### config.mk
export PLATFORM = sky130hd
export DESIGN_NAME = io_intr_ctrl
export DESIGN_NICKNAME = d
export VERILOG_FILES = /design/src/rtl/io_intr_ctrl.sv
export SDC_FILE = /design/constraint.sdc
export NUM_CORES = 1
export LEC_CHECK = 0
export BUFFER_PORTS_ARGS = -buffer_cell sky130_fd_sc_hd__buf_2
export CAP_MARGIN = 20
export CELL_PAD_IN_SITES_DETAIL_PLACEMENT = 1
export CELL_PAD_IN_SITES_GLOBAL_PLACEMENT = 1
export CORE_ASPECT_RATIO = 1.1
export CORE_UTILIZATION = 35
export CTS_CLUSTER_SIZE = 30
export DETAILED_ROUTE_END_ITERATION = 10
export GPL_ROUTABILITY_DRIVEN = 0
export HOLD_SLACK_MARGIN = 0.05
export PLACE_DENSITY = 0.83
export SYNTH_ARGS = -nofsm -noshare
export SYNTH_HDL_FRONTEND = slang
export SYNTH_SLANG_ARGS = --single-unit
export TNS_END_PERCENT = 1
### constraint.sdc
create_clock -name sys_clk -period 2.8 [get_ports sys_clk]
set_clock_uncertainty 0.05 [all_clocks]
set_input_delay 0.28 -clock sys_clk [delete_from_list [all_inputs] [get_ports sys_clk]]
set_output_delay 0.28 -clock sys_clk [all_outputs]
set_load 0.02 [all_outputs]
### src/rtl/io_intr_ctrl.sv
// Interrupt controller: edge-latches NUM_SRC sources, masks them and presents one winner to the CPU.
// Latency: a source rise is pending one edge later, and intr_req/intr_id are valid one edge after that.
// Backpressure: one interrupt at a time; later rises queue in pending until the CPU acks and sends eoi.
//
// Ports:
//   sys_clk, reset_n          clock, async active-low reset
//   irq_src[NUM_SRC]          source lines, rising-edge sensitive
//   mask_wr, mask_d, mask_q   mask register write strobe / data / current value (1 = enabled)
//   pending[NUM_SRC]          latched pending bits, unmasked view
//   intr_req, intr_id         request to CPU and the ID of the requested / in-service source
//   intr_ack, intr_eoi        CPU acknowledge and end-of-interrupt
//   busy                      interrupt acked, waiting for eoi
// Build option: define INTR_RR_EN for round-robin arbitration (default is fixed priority, lowest index wins).

module io_intr_ctrl #(
  parameter int NUM_SRC = 8,
  parameter int ID_W    = 3
) (
  input  logic               sys_clk,
  input  logic               reset_n,
  input  logic [NUM_SRC-1:0] irq_src,
  input  logic               mask_wr,
  input  logic [NUM_SRC-1:0] mask_d,
  output logic [NUM_SRC-1:0] mask_q,
  output logic [NUM_SRC-1:0] pending,
  output logic               intr_req,
  input  logic               intr_ack,
  output logic [ID_W-1:0]    intr_id,
  input  logic               intr_eoi,
  output logic               busy
);

  localparam logic [1:0] ST_IDLE    = 2'd0;
  localparam logic [1:0] ST_REQ     = 2'd1;
  localparam logic [1:0] ST_SERVICE = 2'd2;

  logic [1:0]         state;
  logic [NUM_SRC-1:0] irq_prev;
  logic [NUM_SRC-1:0] rise;
  logic [NUM_SRC-1:0] eligible;
  logic [NUM_SRC-1:0] clr;
  logic [ID_W-1:0]    winner;
  logic               ack_take;

  assign rise     = irq_src & ~irq_prev;
  assign eligible = pending & mask_q;
  // Ack is only honoured while a request is outstanding.
  assign ack_take = (state == ST_REQ) && intr_ack;
  assign clr      = ack_take ? ({{(NUM_SRC-1){1'b0}}, 1'b1} << intr_id) : '0;

`ifdef INTR_RR_EN
  logic [ID_W-1:0] last_id;

  // Scan last_id+1, last_id+2, ... wrapping; walking downwards lets the
  // nearest candidate be the final assignment.
  always_comb begin
    winner = '0;
    for (int k = NUM_SRC; k >= 1; k--) begin
      if (eligible[(int'(last_id) + k) % NUM_SRC])
        winner = ID_W'((int'(last_id) + k) % NUM_SRC);
    end
  end

  always_ff @(posedge sys_clk or negedge reset_n) begin
    if (!reset_n)
      last_id <= '0;
    else if (ack_take)
      last_id <= intr_id;
  end
`else
  // Fixed priority: lowest set index wins.
  always_comb begin
    winner = '0;
    for (int i = NUM_SRC - 1; i >= 0; i--) begin
      if (eligible[i])
        winner = ID_W'(i);
    end
  end
`endif

  always_ff @(posedge sys_clk or negedge reset_n) begin
    if (!reset_n) begin
      irq_prev <= '0;
      pending  <= '0;
      mask_q   <= '0;
    end else begin
      irq_prev <= irq_src;
      // A rise on the bit being acked in the same cycle survives the clear.
      pending  <= (pending & ~clr) | rise;
      if (mask_wr)
        mask_q <= mask_d;
    end
  end

  always_ff @(posedge sys_clk or negedge reset_n) begin
    if (!reset_n) begin
      state    <= ST_IDLE;
      intr_req <= 1'b0;
      intr_id  <= '0;
      busy     <= 1'b0;
    end else begin
      case (state)
        ST_IDLE: begin
          if (|eligible) begin
            state    <= ST_REQ;
            intr_req <= 1'b1;
            intr_id  <= winner;
          end
        end
        ST_REQ: begin
          // Request is held until ack even if its source gets masked;
          // a simultaneous eoi is ignored here.
          if (intr_ack) begin
            state    <= ST_SERVICE;
            intr_req <= 1'b0;
            busy     <= 1'b1;
          end
        end
        ST_SERVICE: begin
          if (intr_eoi) begin
            state <= ST_IDLE;
            busy  <= 1'b0;
          end
        end
        default: begin
          state    <= ST_IDLE;
          intr_req <= 1'b0;
          busy     <= 1'b0;
        end
      endcase
    end
  end

endmodule

==> results_dict.tcl, run 1 <==
set metrics [dict create \
    comb_power_share_pct 34.7 \
    max-clock-path-buffers 2 \
    drive_gt1_share_pct 37.8 \
    worstSkewPairLatency_ns 0.33 \
    maxSlewViolCount 0 \
    switchingPower_mw 0.573 \
    crit_buf_inv 0 \
    p_leak_nw 0.765 \
    synth_area_um2 1250 \
    finalWirelength_um 3170 \
    syn_nets 128 \
    cts_tree "done" \
    muxShareOfSynthArea_pct 7.20 \
    synth_commonest_cells "dfrtp_1 (31), o21ai_0 (15), nand2_1 (11)" \
    synth_seq_cells 31 \
    hold_viol_final 0 \
    rows 22 \
    p_total_mw 1.41 \
    htreeDepth 2 \
    yosysTopAreaCellShare_pct 62.0 \
    cts_buffers 5 \
    finalCritPeriodShare_pct 49.9 \
    synth-simple-area-share_pct 8.10 \
    crit_fanout 5 \
    post_cts_resized 0 \
    drtAntennaViolNets 0 \
    worst-path-stages 4 \
    irDropWorstVdd_mv 0.360 \
    clockRootBuffer "clkbuf_4" \
    dp_hpwl_um 2310 \
    swShare_pct 40.6 \
    ys_seq_area_share_pct 62.0 \
    grt.overflow.total 0 \
    placed_cells 195 \
    synthAdderAreaFrac_pct 0 \
    avgViaCountPerCell 4.88 \
    grtUsageTotal_pct 18.7 \
    worstMarginPinSlew_ns 0.680 \
    end_kind "flip-flop" \
    drt_first_pass_iters 4 \
    p_clk_share_pct 17.3 \
    area_delta_synth_final_pct 32.0 \
    grt_max_degree 32 \
    wl_per_cell_um 15.0 \
    antenna_found_initial 0 \
    grt_pass1_wl_um 5040 \
    hold_path_class "in2reg" \
    drt_iter0_drc 22 \
    drv_cap 0 \
    drcViolationCount 0 \
    die-area_um2 3820 \
    place_area_um2 1510 \
    n_antenna_cell 0 \
    worstPathArrival_ns 1.57 \
    synth_edf_count 0 \
    synth-xor-area-share_pct 0 \
    fin_nets 184 \
    cts.clk_slew.worst_paths_ns 0.09 \
    die_h_um 64.7 \
    hold_path_depth 2 \
    dr_total_vias 1034 \
    worstPathRequired_ns 2.97 \
    synth_cells 107 \
    synth_compound_area_share_pct 19.3 \
    slew_headroom_pct 54.6 \
    period_needed_ns 1.40 \
    p_seq_share_pct 48.0 \
    avgSynthCellArea_um2 11.7 \
    yosysWarnings 0 \
    coreArea_um2 3390 \
    fin_area_um2 1650 \
    final_cells 212 \
    initial_core_util_pct 37.0 \
    clock_sinks 31 \
    fillCellCount 395 \
    worstRegToRegCells 4 \
    yosys_most_used_dff "dfrtp_1" \
    synth.most_common_cell "dfrtp_1" \
    crit_type "reg2reg" \
    setup_tns_ns 0 \
    ys_async_sr_fraction_pct 100 \
    cp-start-kind "flip-flop" \
    cts_setup_buffers 0 \
    synth_top_family_by_area "compound AO/OA/AOI/OAI gates" \
    setup_viol 0 \
    cp_slowest_stage_delay_ns 0.45 \
    post_synth_num_cell_types 24 \
    io_pins 42 \
    max_freq_mhz 716 \
    synth_top_area_cell "dfrtp_1" \
    cp_slowest_cell "dfrtp_1" \
    internal_power_mw 0.839 \
    rsz0062_at_grt "false" \
    yosys-top-cells-area "dfrtp_1 (62%), mux2_2 (7.2%), o21ai_0 (6.0%)" \
    fp.dieW_um 59.0 \
    p_per_area_nw_per_um2 855 \
    crit_family "compound AO/OA/AOI/OAI gates" \
    status "finished clean" \
    grt_pass1_vias 1095 \
    path_cells "a22oi_1 -> nand2_1 -> o21a_1 -> a21o_1" \
    port_buffers 41 \
]
==> registers in the layout (all words and copies together) (netlist names) <==
register / flops
intr_req: 1
mask_q: 8
state: 2
irq_prev: 8
intr_id: 3
busy: 1
pending: 8
==> repair_timing <==
action	CTS	global route
endpoints found under the setup margin	0	0
endpoints found under the hold margin	39	0
hold buffers	9	0
==> placed cells by master, fill, tap and decap left out, drive strengths merged, types with 4 or more instances in the layout <==
cell type     n
a21oi         5
a22oi         4
buf          41
clkbuf        7
dfrtp        31
dlygate4sd3   9
inv          10
mux2          8
nand2        13
o21ai        17
==> through the flow <==
| step | hold slack (ns) | util, % | worst slack (ns) |
|---|---|---|---|
| CTS | 0.116 | 48.8 | 1.41 |
| global placement | 0.300 | 44.6 | 1.51 |
| global route | 0.105 | 48.8 | 1.24 |
| finish | 0.121 | 48.8 | 1.40 |
| detailed placement | 0.312 | 44.6 | 1.44 |
| floorplan | -0.0656 | - | 1.50 |
==> logic make-up (layout without fill, tap and decap cells) <==
logic type	after synthesis	in the layout
DFF	31	31
and+or+nand+nor	21	21
AOI/OAI and AO/OA	36	36
muxes	8	8
buffers and inverters	11	68
==> worst paths after layout <==
| check | from | endpoint | slack [ns] |
|---|---|---|---|
| max | pending[1]$_DFF_PN0_ | state[0]$_DFFE_PN0P_ | 1.40 |
| min | mask_d[1] | mask_q[1]$_DFFE_PN0P_ | 0.12 |
| max reg2reg | pending[1]$_DFF_PN0_ | state[0]$_DFFE_PN0P_ | 1.40 |
| min reg2reg | irq_prev[6]$_DFF_PN0_ | pending[6]$_DFF_PN0_ | 0.37 |
| max in group asynchronous | reset_n | pending[1]$_DFF_PN0_ | 1.78 |
| min in group asynchronous | reset_n | intr_id[0]$_DFFE_PN0P_ | 0.47 |
==> power by group through the flow <==
stage,combinational [mW],clock (mW),sequential [mW]
2_1_floorplan,0.212,0,0.753
3_3_place_gp,0.455,0,0.674
3_5_place_dp,0.481,0,0.685
4_1_cts,0.495,0.254,0.678
5_1_grt,0.537,0.270,0.695
6_report,0.489,0.245,0.678
==> layer usage <==
layer	vias up	wire length [um]	GRT usage [%]
met5	-	0	0
met4	0	37	6.25
met3	6	141	7.39
met2	27	1710	32.7
met1	515	1280	20.3
li1	486	-	-
==> area by class of cell <==
type                       instances  area, um^2  share of cell area [%]
clock buffer                       7        45.0                    2.73
clock inverter                     1        5.00                   0.303
inverter                          10        37.5                    2.27
multi-input combinational         65         433                    26.2
sequential                        31         776                    47.0
tap                               48        60.1                    3.64
timing repair buffer              50         295                    17.9
No activity file was read; power rests on OpenSTA's default activity.
==> run 2, diff against run 1 <==
==> constraint.sdc (replaced) <==
create_clock -name sys_clk -period 1.3 [get_ports sys_clk]
set_clock_uncertainty 0.05 [all_clocks]
set_input_delay 0.13 -clock sys_clk [delete_from_list [all_inputs] [get_ports sys_clk]]
set_output_delay 0.13 -clock sys_clk [all_outputs]
set_load 0.02 [all_outputs]
==> run 2 against run 1 <==
The run now ends with setup timing left. Fmax increased by 6.4%. Register-to-register slack got worse by 1.4 ns. Die area unchanged. Combinational power increased to 2.8 times the previous value. Non-clock buffer count increased by 23. Global-route usage increased by 4.0 points. Sequential power increased by 110%. Total power increased by 140%. Worst setup slack got worse by 1.4 ns. Final cell count increased by 11%. Sequential share of layout area decreased by 5.7 points.
==> results_dict.tcl, run 2 (synthesis gave the netlist of run 1 again) <==
set metrics [dict create \
    reg.largest.list "irq_prev (8), mask_q (8), pending (8)" \
    coreArea_um2 3390 \
    grt_pass1_vias 1290 \
    slew_headroom_pct 78.2 \
    drt_first_pass_iters 4 \
    final_common_cell "buf_2" \
    die_h_um 64.7 \
    dp_hpwl_um 2720 \
    io_pins 42 \
    crit_type "reg2reg" \
    hold_path_class "in2reg" \
    crit_fanout 4 \
    grt_pass1_wl_um 6120 \
    htreeDepth 2 \
    worstMarginPinSlew_ns 0.327 \
    layout_common_cells "buf_2 (40), dfrtp_1 (27), dlygate4sd3_1 (18)" \
    drt_iter0_drc 22 \
    avgViaCountPerCell 4.88 \
    end_kind "flip-flop" \
    grtUsageTotal_pct 22.7 \
    drtAntennaViolNets 0 \
    finalWirelength_um 3810 \
    violations "setup timing" \
    fin_ws_ns -0.0124 \
    dr_total_vias 1146 \
    area_delta_synth_final_pct 51.2 \
    port_buffers 41 \
    irDropWorstVdd_mv 0.829 \
    finalCritPeriodShare_pct 101 \
    max_freq_mhz 762 \
    cts.clk_slew.worst_paths_ns 0.11 \
    initial_core_util_pct 37.0 \
    p_total_mw 3.40 \
    grt.overflow.total 0 \
    n_antenna_cell 0 \
    rsz0062_at_grt "true" \
    max-clock-path-buffers 2 \
    drive_gt1_share_pct 44.9 \
    period_needed_ns 1.31 \
    drv_cap 0 \
    worstPathRequired_ns 1.48 \
    p_per_area_nw_per_um2 1800 \
    antenna_found_initial 0 \
    wl_per_cell_um 16.2 \
    rows 22 \
    fillCellCount 399 \
    hold_viol_final 0 \
    clock_sinks 31 \
    status "complete, but fails checks" \
    cts_tree "done" \
    maxSlewViolCount 0 \
    fin_nets 207 \
    worstPathArrival_ns 1.50 \
    hold_slack_ns 0.0765 \
    die-area_um2 3820 \
    cp-start-kind "flip-flop" \
    clockRootBuffer "clkbuf_4" \
    drcViolationCount 0 \
    fp.dieW_um 59.0 \
    worstSkewPairLatency_ns 0.35 \
    cts_buffers 5 \
    p_leak_nw 0.881 \
    grt_max_degree 20 \
    setup_viol 1 \
]
## run 2: power by group
group          switching (mW)  leakage [nW]  total, mW  internal, mW
combinational           0.773         0.505       1.37         0.600
clock                   0.336        0.0353      0.598         0.262
sequential              0.245         0.340       1.43          1.19
total                    1.36         0.881       3.40          2.05
## run 2: repair_timing
action,in CTS,in global routing
hold buffers,18,0
setup endpoints to repair,2,11
gates resized for setup,2,9
pin swaps,3,0
endpoints found under the hold margin,56,0
buffers inserted,2,0
## run 2: layout make-up
class                   instances  area (um^2)  area share (%)
repair buffers                 73          505            26.7
multi-input cells              65          448            23.7
well taps                      48         60.1            3.17
clock buffers                   7         55.1            2.91
inverters                      10         37.5            1.98
clock inverters                 1         5.00           0.265
flip-flops and latches         31          781            41.3
## run 2: path summary, 6_finish.rpt
kind                                       start                      to  slack (ns)  depth (start not counted)
min in group asynchronous                reset_n   mask_q[6]$_DFFE_PN0P_        0.16                          2
hold reg to reg            irq_prev[3]$_DFF_PN0_    pending[3]$_DFF_PN0_        0.36                          1
setup reg to reg            pending[2]$_DFF_PN0_  intr_id[0]$_DFFE_PN0P_       -0.01                          4
max in group asynchronous                reset_n    state[0]$_DFFE_PN0P_        0.60                          3
setup / recovery            pending[2]$_DFF_PN0_  intr_id[0]$_DFFE_PN0P_       -0.01                          4
hold / removal                          intr_ack        busy$_DFFE_PN0P_        0.08                          3
## run 2: metal layers
metal	track usage, %	wire length (um)
met3	5.79	137
met2	40.2	2100
met5	0	0
met4	10.1	94
met1	25.0	1480
## run 2: through the flow
step	utilization, %	TNS, ns	setup slack [ns]	area [um^2]	std cells
global placement	47.7	0	0.0609	1620	207
finish	55.9	-0.0124	-0.0124	1890	235
global route	55.9	-0.357	-0.0793	1890	235
floorplan	-	0	0.000794	1250	107
detailed placement	47.7	-0.00860	-0.00797	1620	207
CTS	55.4	0	0.00150	1880	235
## run 2: critical path, stage by stage (launching register included)
cell	delay, ns
dfrtp_1	0.44
nand2_1	0.12
a32o_1	0.30
a31oi_1	0.17
o22ai_1	0.11
==> run 3, diff against run 2 <==
==> constraint.sdc (replaced) <==
create_clock -name sys_clk -period 1.4 [get_ports sys_clk]
set_clock_uncertainty 0.05 [all_clocks]
set_input_delay 0.14 -clock sys_clk [delete_from_list [all_inputs] [get_ports sys_clk]]
set_output_delay 0.14 -clock sys_clk [all_outputs]
set_load 0.02 [all_outputs]
==> run 3 against run 2 <==
The flow now finishes without violations. Global-route usage fell by 4.0 points. Worst setup slack improved by 0.062 ns. Sequential share of layout area rose by 2.1 points. Clock power rose by 21%. Critical path depth did not move. Core utilization fell by 3.0 points. Final cell count fell by 5.5%. Wire length fell by 16%. Combinational power fell by 26%.
==> results_dict.tcl, run 3 (synthesis gave the netlist of run 1 again) <==
set metrics [dict create \
    cts_tree "done" \
    clock_sinks 31 \
    period_needed_ns 1.35 \
    grt.overflow.total 0 \
    cts_buffers 5 \
    grt_max_degree 32 \
    htreeDepth 2 \
    comb_power_share_pct 32.7 \
    grt_pass1_vias 1160 \
    n_antenna_cell 0 \
    avgViaCountPerCell 4.87 \
    fin_nets 194 \
    hold_viol_final 0 \
    wl_per_cell_um 14.4 \
    drv_cap 0 \
    p_leak_nw 0.826 \
    crit_fanout 6 \
    drt_iter0_drc 20 \
    antenna_found_initial 0 \
    end_kind "flip-flop" \
    met3_usage_pct 4.19 \
    rows 22 \
    fin_util_pct 52.9 \
    die-area_um2 3820 \
    fp.dieW_um 59.0 \
    dp_hpwl_um 2350 \
    p_per_area_nw_per_um2 1720 \
    port_buffers 41 \
    grt_pass1_wl_um 5150 \
    worstSkewPairLatency_ns 0.33 \
    grt_use_met2_pct 34.1 \
    maxSlewViolCount 0 \
    cts_setup_buffers 0 \
    setup_viol 0 \
    clockRootBuffer "clkbuf_4" \
    layout_common_cells "buf_2 (41), dfrtp_1 (31), dlygate4sd3_1 (18)" \
    p_clk_share_pct 23.4 \
    crit_type "reg2reg" \
    p_seq_share_pct 43.8 \
    drtAntennaViolNets 0 \
    drcViolationCount 0 \
    irDropWorstVdd_mv 0.704 \
    worstPathRequired_ns 1.55 \
    die_h_um 64.7 \
    rsz0062_at_grt "true" \
    hold_slack_ns 0.0946 \
    reg.largest.list "irq_prev (8), mask_q (8), pending (8)" \
    grtUsageTotal_pct 18.7 \
    initial_core_util_pct 37.0 \
    setup_tns_ns 0 \
    io_pins 42 \
    area_delta_synth_final_pct 43.1 \
    max_freq_mhz 741 \
    finalWirelength_um 3190 \
    dr_total_vias 1082 \
    cp-start-kind "flip-flop" \
    max-clock-path-buffers 2 \
    internal_power_mw 1.93 \
    slew_headroom_pct 54.8 \
    met1_usage_pct 20.9 \
    worstMarginPinSlew_ns 0.678 \
    final_common_cell "buf_2" \
    worstPathArrival_ns 1.50 \
    switchingPower_mw 1.15 \
    grt.busiest_layer "met2" \
    place_area_um2 1520 \
    finalCritPeriodShare_pct 96.4 \
    status "finished clean" \
    coreArea_um2 3390 \
    swShare_pct 37.4 \
    cts.clk_slew.worst_paths_ns 0.10 \
    drive_gt1_share_pct 37.9 \
    drt_first_pass_iters 4 \
    hold_path_class "in2reg" \
    fin_area_um2 1790 \
]
## run 3: metal layers
metal / wire [um] / vias to the layer above / part of all wire (%)
li1: - / 503 / -
met2: 1750 / 33 / 55
met5: 0 / - / 0
met1: 1300 / 543 / 41
met3: 99 / 3 / 3.1
met4: 39 / 0 / 1.2
## run 3: power groups by stage
stage | Sequential [mW] | Combinational [mW] | Clock, mW
3_3_place_gp | 1.34 | 0.918 | 0
5_1_grt | 1.39 | 1.10 | 0.787
3_5_place_dp | 1.36 | 0.965 | 0
2_1_floorplan | 1.51 | 0.425 | 0
4_1_cts | 1.35 | 1.01 | 0.751
6_report | 1.35 | 1.01 | 0.722
## run 3: repair_timing
action | CTS | global route
resized for setup | 0 | 2
hold buffers | 18 | 0
setup endpoints to repair | 0 | 3
endpoints found under the hold margin | 56 | 0
## run 3: worst max-delay path, cell delays in order (launching register included)
cell      delay, ns
dfrtp_1        0.43
and3b_2        0.30
nand2b_2       0.10
o21ai_0        0.22
o21ai_0        0.12
## run 3: area by class of cell
class,instances,area (um^2)
sequential,31,776
multi-input combinational,65,438
timing repair buffer,60,393
clock inverter,2,35.0
tap,48,60.1
inverter,10,37.5
fill,386,1600
clock buffer,6,51.3
## run 3: worst paths after layout
path / start / end / slack [ns] / cells after the start
min reg2reg: irq_prev[4]$_DFF_PN0_ / pending[4]$_DFF_PN0_ / 0.37 / 1
max reg2reg: state[1]$_DFFE_PN0P_ / pending[1]$_DFF_PN0_ / 0.05 / 4
max in group asynchronous: reset_n / pending[0]$_DFF_PN0_ / 0.52 / 2
min: intr_ack / busy$_DFFE_PN0P_ / 0.09 / 3
max: state[1]$_DFFE_PN0P_ / pending[1]$_DFF_PN0_ / 0.05 / 4
min in group asynchronous: reset_n / mask_q[5]$_DFFE_PN0P_ / 0.33 / 2
## run 3: metrics by stage
| step | power (mW) | setup WS [ns] | std cells |
|---|---|---|---|
| 3_3_place_gp | 2.26 | 0.122 | 196 |
| 3_5_place_dp | 2.33 | 0.0479 | 196 |
| 5_1_grt | 3.27 | -0.00333 | 222 |
| 4_1_cts | 3.11 | 0.0267 | 222 |
| 2_1_floorplan | 1.93 | 0.0987 | 107 |
| 6_report | 3.08 | 0.0499 | 222 |
